--- src/rtl/press_evt_pkg.sv ---
package press_evt_pkg;

  typedef enum logic [1:0] {
    EVT_NONE   = 2'b00,
    EVT_SINGLE = 2'b01,
    EVT_DOUBLE = 2'b10,
    EVT_LONG   = 2'b11
  } evt_code_t;

  typedef enum logic [2:0] {
    IDLE     = 3'd0,
    HELD1    = 3'd1,
    WAIT2    = 3'd2,
    HELD2    = 3'd3,
    LONGHOLD = 3'd4
  } state_t;

endpackage

--- src/rtl/press_event_classifier_tick_prescaler.sv ---
module tick_prescaler #(
  parameter int unsigned TICK_DIV = 1000
) (
  input  logic CLK,
  input  logic RESET,
  output logic TICK
);

  localparam int unsigned CW = (TICK_DIV > 1) ? $clog2(TICK_DIV) : 1;
  localparam logic [CW-1:0] LAST = CW'(TICK_DIV - 1);

  logic [CW-1:0] cnt;

  assign TICK = (cnt == LAST);

  always_ff @(posedge CLK) begin
    if (RESET || TICK) begin
      cnt <= '0;
    end else begin
      cnt <= cnt + 1'b1;
    end
  end

endmodule

--- src/rtl/press_event_classifier.sv ---
// Gesture classifier: SINGLE / DOUBLE / LONG. Define PRESS_EVT_REPEAT_EN
// for auto-repeat LONG events while the button stays held.
module press_event_classifier
  import press_evt_pkg::*;
#(
  parameter int unsigned TICK_DIV     = 1000,
  parameter int unsigned LONG_TICKS   = 500,
  parameter int unsigned DCLICK_TICKS = 250,
  parameter int unsigned REPEAT_TICKS = 100
) (
  input  logic       CLK,
  input  logic       RESET,
  input  logic       PRESS_VALID,
  input  logic       PRESS,
  input  logic       EVT_READY,
  output logic       EVT_VALID,
  output logic [1:0] EVT_CODE,
  output logic       DROP
);

  localparam int unsigned MAX_LD = (LONG_TICKS > DCLICK_TICKS) ? LONG_TICKS : DCLICK_TICKS;
  localparam int unsigned MAX_T  = (MAX_LD > REPEAT_TICKS) ? MAX_LD : REPEAT_TICKS;
  localparam int unsigned TW     = $clog2(MAX_T + 1);
  localparam logic [TW-1:0] LONG_T   = TW'(LONG_TICKS);
  localparam logic [TW-1:0] DCLICK_T = TW'(DCLICK_TICKS);
`ifdef PRESS_EVT_REPEAT_EN
  localparam logic [TW-1:0] REPEAT_T = TW'(REPEAT_TICKS);
`endif

  logic      tick;
  state_t    state, state_nx;
  logic [TW-1:0] timer;
  logic      emit;
  evt_code_t emit_code;
  logic      restart;
  evt_code_t evt_code;

  tick_prescaler #(
    .TICK_DIV (TICK_DIV)
  ) u_prescaler (
    .CLK   (CLK),
    .RESET (RESET),
    .TICK  (tick)
  );

  always_ff @(posedge CLK) begin
    if (RESET) begin
      state <= IDLE;
    end else begin
      state <= state_nx;
    end
  end

  always_comb begin
    state_nx  = state;
    emit      = 1'b0;
    emit_code = EVT_NONE;
    restart   = 1'b0;
    case (state)
      IDLE: begin
        if (PRESS_VALID) state_nx = HELD1;
      end
      HELD1: begin
        if (PRESS) begin
          state_nx = WAIT2;
        end else if (timer >= LONG_T) begin
          emit      = 1'b1;
          emit_code = EVT_LONG;
          state_nx  = LONGHOLD;
        end
      end
      WAIT2: begin
        if (PRESS_VALID) begin
          emit      = 1'b1;
          emit_code = EVT_DOUBLE;
          state_nx  = HELD2;
        end else if (timer >= DCLICK_T) begin
          emit      = 1'b1;
          emit_code = EVT_SINGLE;
          state_nx  = IDLE;
        end
      end
      HELD2: begin
        if (PRESS) state_nx = IDLE;
      end
      LONGHOLD: begin
        if (PRESS) begin
          state_nx = IDLE;
        end
`ifdef PRESS_EVT_REPEAT_EN
        else if (timer >= REPEAT_T) begin
          emit      = 1'b1;
          emit_code = EVT_LONG;
          restart   = 1'b1;
        end
`endif
      end
      default: state_nx = IDLE;
    endcase
  end

  always_ff @(posedge CLK) begin
    if (RESET) begin
      timer <= '0;
    end else if ((state_nx != state) || restart) begin
      timer <= '0;
    end else if (tick && (timer != '1)) begin
      timer <= timer + 1'b1;
    end
  end

  always_ff @(posedge CLK) begin
    if (RESET) begin
      EVT_VALID <= 1'b0;
      evt_code  <= EVT_NONE;
      DROP      <= 1'b0;
    end else if (emit) begin
      if (!EVT_VALID || EVT_READY) begin
        EVT_VALID <= 1'b1;
        evt_code  <= emit_code;
      end else begin
        DROP <= 1'b1;
      end
    end else if (EVT_VALID && EVT_READY) begin
      EVT_VALID <= 1'b0;
      evt_code  <= EVT_NONE;
    end
  end

  assign EVT_CODE = evt_code;

endmodule
--- config.mk ---
export PLATFORM = sky130hd
export DESIGN_NAME = press_event_classifier
export DESIGN_NICKNAME = d
export VERILOG_FILES = /design/src/rtl/press_evt_pkg.sv /design/src/rtl/press_event_classifier_tick_prescaler.sv /design/src/rtl/press_event_classifier.sv
export SDC_FILE = /design/constraint.sdc
export NUM_CORES = 1
export LEC_CHECK = 0
export CAP_MARGIN = 15
export CORE_MARGIN = 2
export CORE_UTILIZATION = 60
export CTS_BUF_LIST = sky130_fd_sc_hd__clkbuf_8
export DETAILED_ROUTE_END_ITERATION = 16
export HOLD_SLACK_MARGIN = 0.05
export PLACE_DENSITY_LB_ADDON = 0.05
export SLEW_MARGIN = 20
export SYNTH_ARGS = -nofsm -noshare
export SYNTH_HDL_FRONTEND = slang
export SYNTH_SLANG_ARGS = --single-unit
--- constraint.sdc ---
create_clock -name CLK -period 3 [get_ports CLK]
set_input_delay 0.45 -clock CLK [delete_from_list [all_inputs] [get_ports CLK]]
set_output_delay 0.45 -clock CLK [all_outputs]
set_load 0.05 [all_outputs]
After elaboration in Yosys (flattened, before gate mapping)
Index checks and enable logic that the tools add are counted.
- bits in registers: 26
- input bits: 5
- output and inout port bits: 4
- word-level logic and storage cells: 53
- $add $sub $neg: 2
- magnitude comparators: 2
- equality and inequality tests: 8
- multiplexer cells: 23
- bitwise gates (word level): 1
- reductions and logical operators: 11
- operator list (operator ; number):
    3-bit 2-to-1 mux ; 6
    2-bit 2-to-1 mux ; 6
    3-bit one-hot mux with 4 select lines ; 1
    10-bit by 1-bit adder with 10-bit output, second input constant ; 1
    10-bit == test, second input constant ; 1
    9-bit by 1-bit adder with 9-bit output, second input constant ; 1
    9-bit by 8-bit greater-or-equal comparator with 1-bit output, second input constant ; 1
    9-bit greater-or-equal comparator, second input constant ; 1
    9-bit != test, second input constant ; 1
    1-bit 2-to-1 mux ; 8
    3-bit by 2-bit == test with 1-bit output, second input constant ; 2
    2-bit one-hot mux with 2 select lines ; 1
    2-bit AND reduction ; 2
    2-bit OR reduction ; 2
    3-bit by 1-bit == test with 1-bit output, second input constant ; 1
    3-bit == test, second input constant ; 1
    3-bit logical NOT ; 1
    3-bit != test ; 1
    1-bit logical AND ; 2
    1-bit logical OR ; 2
    2-bit by 1-bit != test with 1-bit output, second input constant ; 1
    1-bit one-hot mux with 2 select lines ; 1
    2-bit nonzero test ; 1
    1-bit logical NOT ; 1
    1-bit inverter ; 1

Depth between registers and ports, before layout
- word-level depth: 6
- gate-level depth with buffers: 8

Cells and area by module
From an unflattened synthesis, not the netlist that was laid out.
- cell total of the unflattened synthesis: 157
- area, all modules: 1353.8 um2
- by module, submodules not included (module ; instances ; cells an instance ; area each (um2)):
    press_event_classifier ; 1 ; 101 ; 863.3
    tick_prescaler ; 1 ; 56 ; 490.5

Worst setup path after synthesis
No wires, ideal clock.
- path kind: register -> register
- start point: register timer[6]
- end point: register timer[6]
- library setup time: 0.080 ns
- arrival: 2.214 ns
- data required time: 2.920 ns
- path slack: 0.706 ns
- stages on the path, launching flop included: 9
- period minus slack after synthesis: 2.294 ns
- path through: dfxtp_1 > and3_1 > clkbuf_1 > and3_1 > ha_1 > or4_4 > buf_6 > or3_1 > a211oi_2
- longest elaborated chain between the ends: 6
- elaborated cells between the ends (all ways): 12
- classes of those cells: 1 x add/sub; 2 x order compare; 2 x eq/ne; 5 x mux; 2 x reduce/logical
- RTL lines (element ; line ; text):
    from (decl) ; press_event_classifier.sv:32 ; logic [TW-1:0] timer;
    from (signal assigned) ; press_event_classifier.sv:108 ; timer <= timer + 1'b1;
    9-bit by 8-bit greater-or-equal comparator with 1-bit output / 9-bit greater-or-equal comparator (equally long branches) ; press_event_classifier.sv:77, press_event_classifier.sv:66 ;
    3-bit 2-to-1 mux, on equally long branches ; press_event_classifier.sv:77, press_event_classifier.sv:66 ;
    3-bit 2-to-1 mux, on equally long branches ; press_event_classifier.sv:73, press_event_classifier.sv:64 ;
    3-bit one-hot mux with 4 select lines ; press_event_classifier.sv:59 ; case (state)
    3-bit != test ; press_event_classifier.sv:105 ; end else if ((state_nx != state) || restart) begin
    2-bit OR reduction (no source line) ; -- ;
Several ways; a longest one is shown, not always the timed one.
A chain may end at the register's enable or synchronous reset.

Worst setup path after layout
- start point: register timer[5]
- end point: register timer[5]
The elaborated chain is that of the path after synthesis.

==> impl_metrics.yaml <==
run_status:
  status: "completed"
die:
  die-area_sq_mm: 0.00272
  die_w_microns: 52.1
  start_util: 0.634
  rows: 17
  core_area_sq_mm: 0.00219
  pin_count: 9
  die_h_microns: 52.1
power:
  p_switching_mw: 0.138
  p_comb_frac: 0.083
  clkPwrFrac: 0.319
  swShare: 0.231
  intPower_mw: 0.461
  power.total_mw: 0.599
  vdd_drop_max_mv: 0.319
  p_leak_nw: 0.531
  powerDensity_mw_per_mm2: 398
  seqPwrFrac: 0.598
hold_path:
  hold_path.class: "reg2reg"
setup_path:
  cp_common_cell: "and3_1"
  worstSetupPathType: "reg2reg"
  required_ns: 3.17
  slowest_stage: "or4_4"
  critPathMaxStageDelay_ns: 0.61
  cp-end-kind: "flop"
  crit_path_max_fanout: 14
  ff2ff_setup_slack_ns: 0.58
  crit_chain: "and3_1, and3_1, ha_1, or4_4, or3_1, a211oi_1"
  arrival_ns: 2.59
  critPathLaunchType: "flop"
synthesis:
  synthCells: 162
  synth_warnings: 0
  ys_seq_area_frac: 0.375
  async_flop_share: 0
  syn_nets: 171
  syn_area_per_cell_sq_um: 8.57
  yosys.area.top_type: "dfxtp_1"
  synth_edf_count: 0
  synth_cell_type_count: 47
  synth_top_area_share: 0.375
  synth_ff_type: "dfxtp_1"
  ys_seq_elements: 26
  yosys-top-cells-area: "dfxtp_1 (37%), a211oi_1 (3.8%), xnor2_1 (3.8%), ha_1 (3.6%), nor2_1 (3.2%)"
  synth_area_sq_mm: 0.00139
placement:
  dp_hpwl_microns: 2090
  placed_cells: 190
  io_buffers: 8
  gp_congestion: 0.770
route:
  avgViaCountPerCell: 6.49
  vias: 1253
  dr.pass1.iters: 5
  drc: 0
  wire_per_inst_microns: 14.5
  drt_iter0_drc: 32
  wirelength_microns: 2810
  antenna_left: 0
timing:
  holdWs_ns: 0.459
  setup_viol: 0
  max_freq_mhz: 413
  finalCritPeriodShare: 0.807
  finalCriticalPeriod_ns: 2.42
  hold_viol: 0
  slew_headroom: 0.379
  worstMarginPinSlew_ns: 0.923
  setup_tns_ns: 0
  report.final.slew_viol_count: 0
  fin_skew_ns: 0.00581
  rsz0062_at_grt: "no"
cts:
  clock_path_buffers: 2
  cts-buffers-inserted: 3
  clock_latency_ns: 0.27
  clock_sinks: 26
  cts_resized: 0
  cts_tree: "done"
  hold_buffers: 0
  post_cts_buffers: 0
  h-tree-depth: 1
  clk_pin_slew_ns: 0.08
  clock-root-buffer: "clkbuf_8"
grt:
  track_usage: 0.245
  antenna_found_initial: 0
  grt.overflow.total: 0
  grt_max_degree: 15
  grt_pass1_vias: 1153
  grt_pass1_wl_microns: 5010
layout:
  layout-drive-gt1-share: 0.0424
  fillCellCount: 195
  diodes: 0
  final_common_cell: "dfxtp_1"
  mostFrequentLayoutCells: "dfxtp_1 (26), nor2_1 (12), nor3_1 (8), nand2_1 (8), clkdlybuf4s50_1 (8)"
  layout.cells.non_filler: 193
  final_nets: 176
  fin_util: 0.687
  syn_to_final_growth_pct: 8.38
flow_run:
  drv_cap: 0
## state kept, by name, summed over array words and instances (netlist names)
signal / cells
DROP: 1
u_prescaler.cnt: 10
EVT_CODE: 2
state: 3
EVT_VALID: 1
timer: 9
## stage by stage
stage | area (sq um) | setup slack [ns]
after floorplan | 1390 | 0.706
after global placement | 1460 | 0.775
after detailed placement | 1460 | 0.696
after CTS | 1510 | 0.603
after global routing | 1510 | 0.439
final | 1510 | 0.578
## synthesized netlist by cell type (all sizes together) (3+ instances only)
master	number
dfxtp	26
nor2	12
o21ai	9
a211oi	8
nand2	8
nor3	8
and3	7
inv	7
nand3	6
or3	6
xnor2	6
clkbuf	5
ha	4
a21oi	3
buf	3
mux2i	3
nor4	3
o211ai	3
xor2	3
## logic make-up after synthesis
logic type               synth area share
AO/OA/AOI/OAI                       0.195
XOR/XNOR                           0.0568
buffers and inverters              0.0478
multiplexers                       0.0216
adder cells (fa/ha/maj)            0.0360
flip-flops                          0.375
AND/OR/NAND/NOR                     0.268
## layer usage
metal  routed length, microns  vias up  track usage
li1                         -      616            -
met1                     1260      598        0.325
met2                     1390       31        0.395
met3                      104        8       0.0316
met4                       47        0        0.110
met5                        0        -            0
## power groups by stage
stage	Combinational (mW)	Clock, mW	Sequential, mW
after global routing	0.0565	0.205	0.359
final	0.0499	0.191	0.358
after CTS	0.0497	0.196	0.358
after detailed placement	0.0497	0	0.366
after floorplan	0.0373	0	0.365
after global placement	0.0492	0	0.366
## layout make-up
class / instances / area (sq um) / share of cell area
multi-input combinational: 121 / 802 / 0.533
sequential: 26 / 520 / 0.346
timing repair buffer: 8 / 80.1 / 0.0532
clock buffer: 3 / 41.3 / 0.0274
tap: 28 / 35.0 / 0.0233
inverter: 7 / 26.3 / 0.0175
## worst paths after layout
path	from	end	cells past startpoint
setup / recovery	timer[5]	timer[5]	6
hold / removal	u_prescaler.cnt[0]	u_prescaler.cnt[0]	1
setup reg to reg	timer[5]	timer[5]	6
hold reg to reg	u_prescaler.cnt[0]	u_prescaler.cnt[0]	1
## critical path, delay by kind of cell (launching register included)
kind            cells  cell delay, ns
flops               1            0.36
fa+ha+maj           1            0.19
compound gates      1            0.30
simple gates        4            1.47
No activity file was read; power rests on OpenSTA's default activity.
